--- config.mk ---
export PLATFORM = sky130hd
export DESIGN_NAME = multi_cycle_controller
export DESIGN_NICKNAME = d
export VERILOG_FILES = /design/src/rtl/cpu_ctrl_pkg.sv /design/src/rtl/alu_op_decoder.sv /design/src/rtl/multi_cycle_controller.sv
export SDC_FILE = /design/constraint.sdc
export NUM_CORES = 1
export LEC_CHECK = 0
export ABC_AREA = 1
export CAP_MARGIN = 15
export CELL_PAD_IN_SITES_DETAIL_PLACEMENT = 1
export CELL_PAD_IN_SITES_GLOBAL_PLACEMENT = 2
export CORE_MARGIN = 3
export CORE_UTILIZATION = 25
export CTS_CLUSTER_DIAMETER = 120
export CTS_CLUSTER_SIZE = 30
export DETAILED_ROUTE_END_ITERATION = 12
export DONT_BUFFER_PORTS = 1
export PLACE_DENSITY_LB_ADDON = 0.1
export SLEW_MARGIN = 15
export SYNTH_ARGS = -nofsm -noshare
export SYNTH_HDL_FRONTEND = slang
export SYNTH_SLANG_ARGS = --single-unit
--- constraint.sdc ---
create_clock -name ClkIn -period 5.6 [get_ports ClkIn]
set_input_delay 1.68 -clock ClkIn [delete_from_list [all_inputs] [get_ports ClkIn]]
set_output_delay 1.68 -clock ClkIn [all_outputs]
set_load 0.1 [all_outputs]
--- src/rtl/cpu_ctrl_pkg.sv ---
// cpu_ctrl_pkg: shared encodings for the multi-cycle RV32I control FSM
package cpu_ctrl_pkg;

    localparam logic [3:0] S_FETCH    = 4'd0;
    localparam logic [3:0] S_DECODE   = 4'd1;
    localparam logic [3:0] S_EXEC_R   = 4'd2;
    localparam logic [3:0] S_EXEC_I   = 4'd3;
    localparam logic [3:0] S_MEM_ADDR = 4'd4;
    localparam logic [3:0] S_MEM_RD   = 4'd5;
    localparam logic [3:0] S_MEM_WR   = 4'd6;
    localparam logic [3:0] S_WB_ALU   = 4'd7;
    localparam logic [3:0] S_WB_MEM   = 4'd8;
    localparam logic [3:0] S_BRANCH   = 4'd9;
    localparam logic [3:0] S_JAL      = 4'd10;
    localparam logic [3:0] S_ILLEGAL  = 4'd11;

    localparam logic [2:0] OP_ADD = 3'b001;
    localparam logic [2:0] OP_SUB = 3'b010;
    localparam logic [2:0] OP_AND = 3'b011;
    localparam logic [2:0] OP_OR  = 3'b100;
    localparam logic [2:0] OP_XOR = 3'b101;
    localparam logic [2:0] OP_SLL = 3'b110;
    localparam logic [2:0] OP_SRL = 3'b111;

    localparam logic [6:0] OPC_R      = 7'b0110011;
    localparam logic [6:0] OPC_I      = 7'b0010011;
    localparam logic [6:0] OPC_LOAD   = 7'b0000011;
    localparam logic [6:0] OPC_STORE  = 7'b0100011;
    localparam logic [6:0] OPC_BRANCH = 7'b1100011;
    localparam logic [6:0] OPC_JAL    = 7'b1101111;

    localparam logic [1:0] WB_ALUOUT = 2'd0;
    localparam logic [1:0] WB_MDR    = 2'd1;
    localparam logic [1:0] WB_PC     = 2'd2;

    localparam logic [1:0] A_PC    = 2'd0;
    localparam logic [1:0] A_OLDPC = 2'd1;
    localparam logic [1:0] A_RS1   = 2'd2;

    localparam logic [1:0] B_RS2  = 2'd0;
    localparam logic [1:0] B_IMM  = 2'd1;
    localparam logic [1:0] B_FOUR = 2'd2;

    localparam logic [2:0] IMM_I = 3'd0;
    localparam logic [2:0] IMM_S = 3'd1;
    localparam logic [2:0] IMM_B = 3'd2;
    localparam logic [2:0] IMM_J = 3'd3;

    localparam logic [2:0] F3_BEQ  = 3'b000;
    localparam logic [2:0] F3_BNE  = 3'b001;
    localparam logic [2:0] F3_BLTU = 3'b110;

    typedef struct packed {
        logic       pc_write;
        logic       pc_src;
        logic       ir_write;
        logic       iord;
        logic       mem_read;
        logic       mem_write;
        logic       reg_write;
        logic [1:0] wb_sel;
        logic [1:0] src_a;
        logic [1:0] src_b;
        logic [2:0] imm_sel;
    } ctrl_t;

    // Only legal branch funct3 values reach BRANCH, so anything else is bgeu.
    function automatic logic branch_taken(logic [2:0] f3, logic zero, logic less);
        return (f3 == F3_BEQ) ? zero : (f3 == F3_BNE) ? !zero : (f3 == F3_BLTU) ? less : !less;
    endfunction

endpackage

--- src/rtl/alu_op_decoder.sv ---
// alu_op_decoder: maps opcode/funct3/funct7 to an ALU operator and a legal bit
module alu_op_decoder
    import cpu_ctrl_pkg::*;
(
    input  logic [6:0] i_opcode,
    input  logic [2:0] i_funct3,
    input  logic [6:0] i_funct7,
    output logic [2:0] o_alu_op,
    output logic       o_legal
);

    logic [2:0] w_base_op;
    logic       w_base_ok;
    logic       w_shift;
    logic       w_f7_zero;
    logic       w_f7_alt;

    assign w_shift   = (i_funct3 == 3'b001) || (i_funct3 == 3'b101);
    assign w_f7_zero = (i_funct7 == 7'b0000000);
    assign w_f7_alt  = (i_funct7 == 7'b0100000);
    assign w_base_ok = (i_funct3 != 3'b010) && (i_funct3 != 3'b011);

    // Operator shared by R-type and I-type ALU forms; slt/sltu have no ALU op here.
    always_comb begin
        w_base_op = OP_ADD;
        case (i_funct3)
            3'b001:  w_base_op = OP_SLL;
            3'b100:  w_base_op = OP_XOR;
            3'b101:  w_base_op = OP_SRL;
            3'b110:  w_base_op = OP_OR;
            3'b111:  w_base_op = OP_AND;
            default: w_base_op = OP_ADD;
        endcase
    end

    // Per-opcode legality; funct7=0100000 is legal only as sub (sra/srai rejected).
    always_comb begin
        o_alu_op = OP_ADD;
        o_legal  = 1'b0;
        case (i_opcode)
            OPC_R: begin
                o_alu_op = (i_funct3 == 3'b000 && i_funct7[5]) ? OP_SUB : w_base_op;
                o_legal  = w_base_ok && (w_f7_zero || (w_f7_alt && i_funct3 == 3'b000));
            end
            OPC_I: begin
                o_alu_op = w_base_op;
                o_legal  = w_base_ok && (!w_shift || w_f7_zero);
            end
            OPC_LOAD, OPC_STORE: o_legal = (i_funct3 == 3'b010);
            OPC_BRANCH: begin
                o_alu_op = OP_SUB;
                o_legal  = (i_funct3 == 3'b000) || (i_funct3 == 3'b001) ||
                           (i_funct3 == 3'b110) || (i_funct3 == 3'b111);
            end
            OPC_JAL: o_legal = 1'b1;
            default: o_legal = 1'b0;
        endcase
    end

endmodule

--- src/rtl/multi_cycle_controller.sv ---
// multi_cycle_controller: multi-cycle control FSM for the RV32I subset datapath
module multi_cycle_controller
    import cpu_ctrl_pkg::*;
#(
    parameter int ALU_OP_W = 3
)(
    input  logic                ClkIn,
    input  logic                RstnIn,
    input  logic [31:0]         InstrIn,
    input  logic                MemReadyIn,
    input  logic                ZeroIn,
    input  logic                LessIn,
    output logic                PCWriteOut,
    output logic                PCSrcOut,
    output logic                IRWriteOut,
    output logic                IorDOut,
    output logic                MemReadOut,
    output logic                MemWriteOut,
    output logic                RegWriteOut,
    output logic [1:0]          WBSelOut,
    output logic [1:0]          ALUSrcAOut,
    output logic [1:0]          ALUSrcBOut,
    output logic [2:0]          ImmSelOut,
    output logic [ALU_OP_W-1:0] ALUOpOut,
    output logic [3:0]          StateOut,
    output logic                IllegalOut
);

    logic [3:0] r_state;
    logic       r_illegal;
    logic [3:0] w_next;
    logic [6:0] w_opcode;
    logic [2:0] w_funct3;
    logic [6:0] w_funct7;
    logic [2:0] w_dec_op;
    logic [2:0] w_op;
    logic       w_legal;
    ctrl_t      w_ctrl;
    logic       w_unused;

    assign w_opcode = InstrIn[6:0];
    assign w_funct3 = InstrIn[14:12];
    assign w_funct7 = InstrIn[31:25];
    assign w_unused = &{1'b0, InstrIn[24:15], InstrIn[11:7]};

    alu_op_decoder u_dec (
        .i_opcode (w_opcode),
        .i_funct3 (w_funct3),
        .i_funct7 (w_funct7),
        .o_alu_op (w_dec_op),
        .o_legal  (w_legal)
    );

    // Next-state: memory states wait on MemReadyIn, DECODE dispatches on opcode.
    always_comb begin
        w_next = S_FETCH;
        case (r_state)
            S_FETCH:    w_next = MemReadyIn ? S_DECODE : S_FETCH;
            S_DECODE:   w_next = !w_legal                ? S_ILLEGAL  :
                                 (w_opcode == OPC_R)      ? S_EXEC_R   :
                                 (w_opcode == OPC_I)      ? S_EXEC_I   :
                                 (w_opcode == OPC_LOAD ||
                                  w_opcode == OPC_STORE)  ? S_MEM_ADDR :
                                 (w_opcode == OPC_BRANCH) ? S_BRANCH   :
                                 (w_opcode == OPC_JAL)    ? S_JAL      : S_ILLEGAL;
            S_EXEC_R:   w_next = S_WB_ALU;
            S_EXEC_I:   w_next = S_WB_ALU;
            S_MEM_ADDR: w_next = (w_opcode == OPC_LOAD) ? S_MEM_RD : S_MEM_WR;
            S_MEM_RD:   w_next = MemReadyIn ? S_WB_MEM : S_MEM_RD;
            S_MEM_WR:   w_next = MemReadyIn ? S_FETCH : S_MEM_WR;
            S_ILLEGAL:  w_next = S_ILLEGAL;
            default:    w_next = S_FETCH;
        endcase
    end

    // State register plus sticky illegal flag, set on the transition into ILLEGAL.
    always_ff @(posedge ClkIn or negedge RstnIn) begin
        if (!RstnIn) begin
            r_state   <= S_FETCH;
            r_illegal <= 1'b0;
        end else begin
            r_state   <= w_next;
            r_illegal <= r_illegal | (w_next == S_ILLEGAL);
        end
    end

    // Per-state control decode; reset gates everything to idle so an aborted
    // instruction cannot leave a partial register or memory write behind.
    always_comb begin
        w_ctrl = '0;
        w_op   = OP_ADD;
        case (r_state)
            S_FETCH: begin
                w_ctrl.mem_read = 1'b1;
                w_ctrl.src_a    = A_PC;
                w_ctrl.src_b    = B_FOUR;
                w_ctrl.ir_write = MemReadyIn;
                w_ctrl.pc_write = MemReadyIn;
            end
            S_DECODE: begin
                w_ctrl.src_a   = A_OLDPC;
                w_ctrl.src_b   = B_IMM;
                w_ctrl.imm_sel = (w_opcode == OPC_BRANCH) ? IMM_B : (w_opcode == OPC_JAL) ? IMM_J : IMM_I;
            end
            S_EXEC_R: begin
                w_ctrl.src_a = A_RS1;
                w_ctrl.src_b = B_RS2;
                w_op         = w_dec_op;
            end
            S_EXEC_I: begin
                w_ctrl.src_a   = A_RS1;
                w_ctrl.src_b   = B_IMM;
                w_ctrl.imm_sel = IMM_I;
                w_op           = w_dec_op;
            end
            S_MEM_ADDR: begin
                w_ctrl.src_a   = A_RS1;
                w_ctrl.src_b   = B_IMM;
                w_ctrl.imm_sel = (w_opcode == OPC_STORE) ? IMM_S : IMM_I;
            end
            S_MEM_RD: begin
                w_ctrl.mem_read = 1'b1;
                w_ctrl.iord     = 1'b1;
            end
            S_MEM_WR: begin
                w_ctrl.mem_write = 1'b1;
                w_ctrl.iord      = 1'b1;
            end
            S_WB_ALU: begin
                w_ctrl.reg_write = 1'b1;
                w_ctrl.wb_sel    = WB_ALUOUT;
            end
            S_WB_MEM: begin
                w_ctrl.reg_write = 1'b1;
                w_ctrl.wb_sel    = WB_MDR;
            end
            S_BRANCH: begin
                w_ctrl.src_a    = A_RS1;
                w_ctrl.src_b    = B_RS2;
                w_ctrl.pc_src   = 1'b1;
                w_ctrl.pc_write = branch_taken(w_funct3, ZeroIn, LessIn);
                w_op            = OP_SUB;
            end
            S_JAL: begin
                w_ctrl.reg_write = 1'b1;
                w_ctrl.wb_sel    = WB_PC;
                w_ctrl.pc_write  = 1'b1;
                w_ctrl.pc_src    = 1'b1;
            end
            default: w_ctrl = '0;
        endcase
        if (!RstnIn) begin
            w_ctrl = '0;
            w_op   = OP_ADD;
        end
    end

    assign PCWriteOut  = w_ctrl.pc_write;
    assign PCSrcOut    = w_ctrl.pc_src;
    assign IRWriteOut  = w_ctrl.ir_write;
    assign IorDOut     = w_ctrl.iord;
    assign MemReadOut  = w_ctrl.mem_read;
    assign MemWriteOut = w_ctrl.mem_write;
    assign RegWriteOut = w_ctrl.reg_write;
    assign WBSelOut    = w_ctrl.wb_sel;
    assign ALUSrcAOut  = w_ctrl.src_a;
    assign ALUSrcBOut  = w_ctrl.src_b;
    assign ImmSelOut   = w_ctrl.imm_sel;
    assign ALUOpOut    = ALU_OP_W'(w_op);
    assign StateOut    = r_state;
    assign IllegalOut  = r_illegal;

endmodule

==> results.md <==
* Vias at 1074
* Row cnt at 20
* Clock slew seen by the registers of the worst setup and hold paths at ~0.050 ns
* # setup viols final at 0
* Mux share of post-synthesis cell area at 0
* Critical path type: input pin to output port
* Final cell count without fillers at around 230
* Clock power frac at 0.069
* Gr ovfl total at 0
* Worst Setup Start Kind: input pin
* Seq cells post-synth at 5
* Worst-Margin Slew at 1.08 ns
* First-pass GRT wire length at between 5000 and 6000 um
* Max Fclk at between 200 and 250 MHz
* Post-synth cell types at 23
* Worst Setup End Kind: output port
* Final Max Tran Viols at 0
* Combinational family with the most area after synthesis: simple AND/OR/NAND/NOR gates
* Slew HR at 0.280
* Final period utilization at 0.838
* Status: finished clean
* YS warnings at 0
* Syn avg cell area at slightly above 5 um^2
* Worst EP arrival at ~3 ns
* Fin nets at 220
* Syn nets at 200
* Post-layout util at 0.357
* Pwr/cell area at ~540 nW/um^2
* Xor and xnor area share after synthesis at 0.0105
* Highest ir drop seen on vdd at between 0.15 and 0.2 mV
* PortBufs at 0
* Cells after Synth at 163
* Die H at 63.7 um
* Switching pwr at about 0.44 mW
* WL final at about 2900 um
* Post-route ant nets at 0
* WL per Instance at around 13 um
* CTS tree: built
* Synth Area in Simple Gates at 0.525
* Placed cells at 222
* Vias in the first global route at 1115
* Mapped Area at about 830 um^2
* Switching part of the total at 0.737
* Design area at between 1000 and 1500 um^2
* Max-Cap Viols at 0
* Die Area at between 4000 and 5000 um^2
* Hold WC Path Type: flop to flop
* Hold buffers post-CTS at 0
* Synth Area in Adders at 0
* Seq/Total Area, Yosys at 0.150
* Fin Hold WS at a little under 1 ns
* Setup TNS at 0 ns
* ANT cells at 0
* Hpwl dp at between 2000 and 3000 um
* Horiz. Die Dim at about 64 um
* Placement Setup Slack at between 0.8 and 0.9 ns
* Post-cts resize count at 0
* Comb pwr share at 0.655
* Cell Int Power at between 0.15 and 0.2 mW
* H-tree depth at 1
* Final hold vios at 0
* Worst-Skew Late Latency at 0.24 ns
* Antenna violations before repair at 0
* Top Ports at 61
* Share of cells above drive strength 1 at 0.253
* Clock root cell: clkbuf_4
* Pin count of the biggest net entering global routing at 14
* Area Growth Syn to Fin at 33.2%
* Power Total at ~0.60 mW
* Total setup buffers inserted after CTS at 0
* Flop2flop setup slack at roughly 3.4 ns
* Post-Route Skew at ~0.0042 ns
* Synth Area in Compound Gates at 0.152
* Pleak at roughly 0.54 nW
* Gr usage total at 0.149
* Worst Path Required at 3.92 ns
* DRT Pass-1 Iters at 4
* Number of remaining DRC errors at 0
* Clk sink count at 5
* Placed Instance Area at roughly 1100 um^2
* Reg power frac at 0.276
* Fin crit period at around 4.7 ns
* GPL Wtd Cong at roughly 0.80
* Total CTS buffers at 3
* Final WS setup at 0.909 ns
* Starting density of the core at 0.268
* Core ar. at approximately 3100 um^2
* Crit-path max FO at 6
* Bufs on Longest Clock Path at 2
* Vias per inst at between 4 and 5
* Drt initial violations at 42
* RSZ-0062 raised after global routing: false
## cell type report
class / instances / area (um^2)
repair buffers: 17 / 145
multi-input cells: 124 / 637
well taps: 44 / 55.1
clock buffers: 4 / 26.3
flip-flops and latches: 5 / 125
inverters: 32 / 120
fillers: 471 / 1990
## logic make-up after synthesis
group           after synthesis
flops                         5
simple gates                101
xor+xnor                      1
other cells                   1
buf+inv                      34
compound gates               21
## power groups by stage
| stage | registers [mW] | logic (mW) | clock network, mW |
|---|---|---|---|
| after floorplan | 0.160 | 0.310 | 0 |
| after global placement | 0.165 | 0.389 | 0 |
| after detailed placement | 0.166 | 0.396 | 0 |
| after CTS | 0.166 | 0.397 | 0.0434 |
| after global routing | 0.169 | 0.427 | 0.0462 |
| final | 0.166 | 0.394 | 0.0412 |
## worst paths after layout
path | start | endpoint | cells after the start
max | InstrIn[1] | ALUOpOut[1] | 10
min | IllegalOut$_DFF_PN0_ | IllegalOut$_DFF_PN0_ | 2
max reg2reg | StateOut[3]$_DFF_PN0_ | IllegalOut$_DFF_PN0_ | 9
min reg2reg | IllegalOut$_DFF_PN0_ | IllegalOut$_DFF_PN0_ | 2
max in group asynchronous | RstnIn | StateOut[1]$_DFF_PN0_ | 0
min in group asynchronous | RstnIn | IllegalOut$_DFF_PN0_ | 0
## metal layers
layer,wire length (um),track usage,share of wire
met3,148,0.0267,0.052
met2,1300,0.256,0.45
met5,0,0,0
met4,17,0.0162,0.0059
met1,1400,0.199,0.49
## critical path: stages
cell and delay, ns:
nand2_1 0.04, inv_1 0.06, nand2_1 0.09, inv_2 0.11, nand2_1 0.14, inv_1 0.12
o21ai_0 0.10, a31o_2 0.25, a21oi_2 0.12, buf_4 0.31
## Yosys cell counts (all sizes together)
library cell  count  share of area
dfrtp             5           0.15
buf               1         0.0090
a31o              1          0.011
o21a              1         0.0090
xor2              1          0.011
nor3              8          0.048
nor2             35           0.18
nand2            41           0.19
inv              32           0.14
a21oi             9          0.054
o32ai             1          0.011
and2              1         0.0075
o21ai             4          0.024
nand3            16           0.10
a31oi             3          0.023
o2111ai           2          0.021
clkbuf            1         0.0045
conb              1         0.0045
## cells in the final DEF, fill, tap and decap left out
cell,synthesis,routed
a21oi_1,9,3
a21oi_2,0,6
a31o_2,1,1
a31oi_1,3,2
a31oi_2,0,1
and2_1,1,1
buf_4,1,16
clkbuf_1,1,1
clkbuf_16,0,1
clkbuf_4,0,3
conb_1,1,1
dfrtp_1,5,5
inv_1,27,27
inv_2,5,5
nand2_1,40,40
nand2_2,1,1
nand3_1,15,15
nand3_2,1,1
nor2_1,32,27
nor2_2,1,6
nor2_4,2,2
nor3_1,8,6
nor3_2,0,1
nor3_4,0,1
o2111ai_1,2,2
o21a_1,1,1
o21ai_0,4,3
o21ai_2,0,1
o32ai_1,1,1
xor2_1,1,1
## registers in the layout (all words and copies together), names as in the netlist
| name | count |
|---|---|
| IllegalOut | 1 |
| StateOut | 4 |
Power figures use the tool's default switching activity.
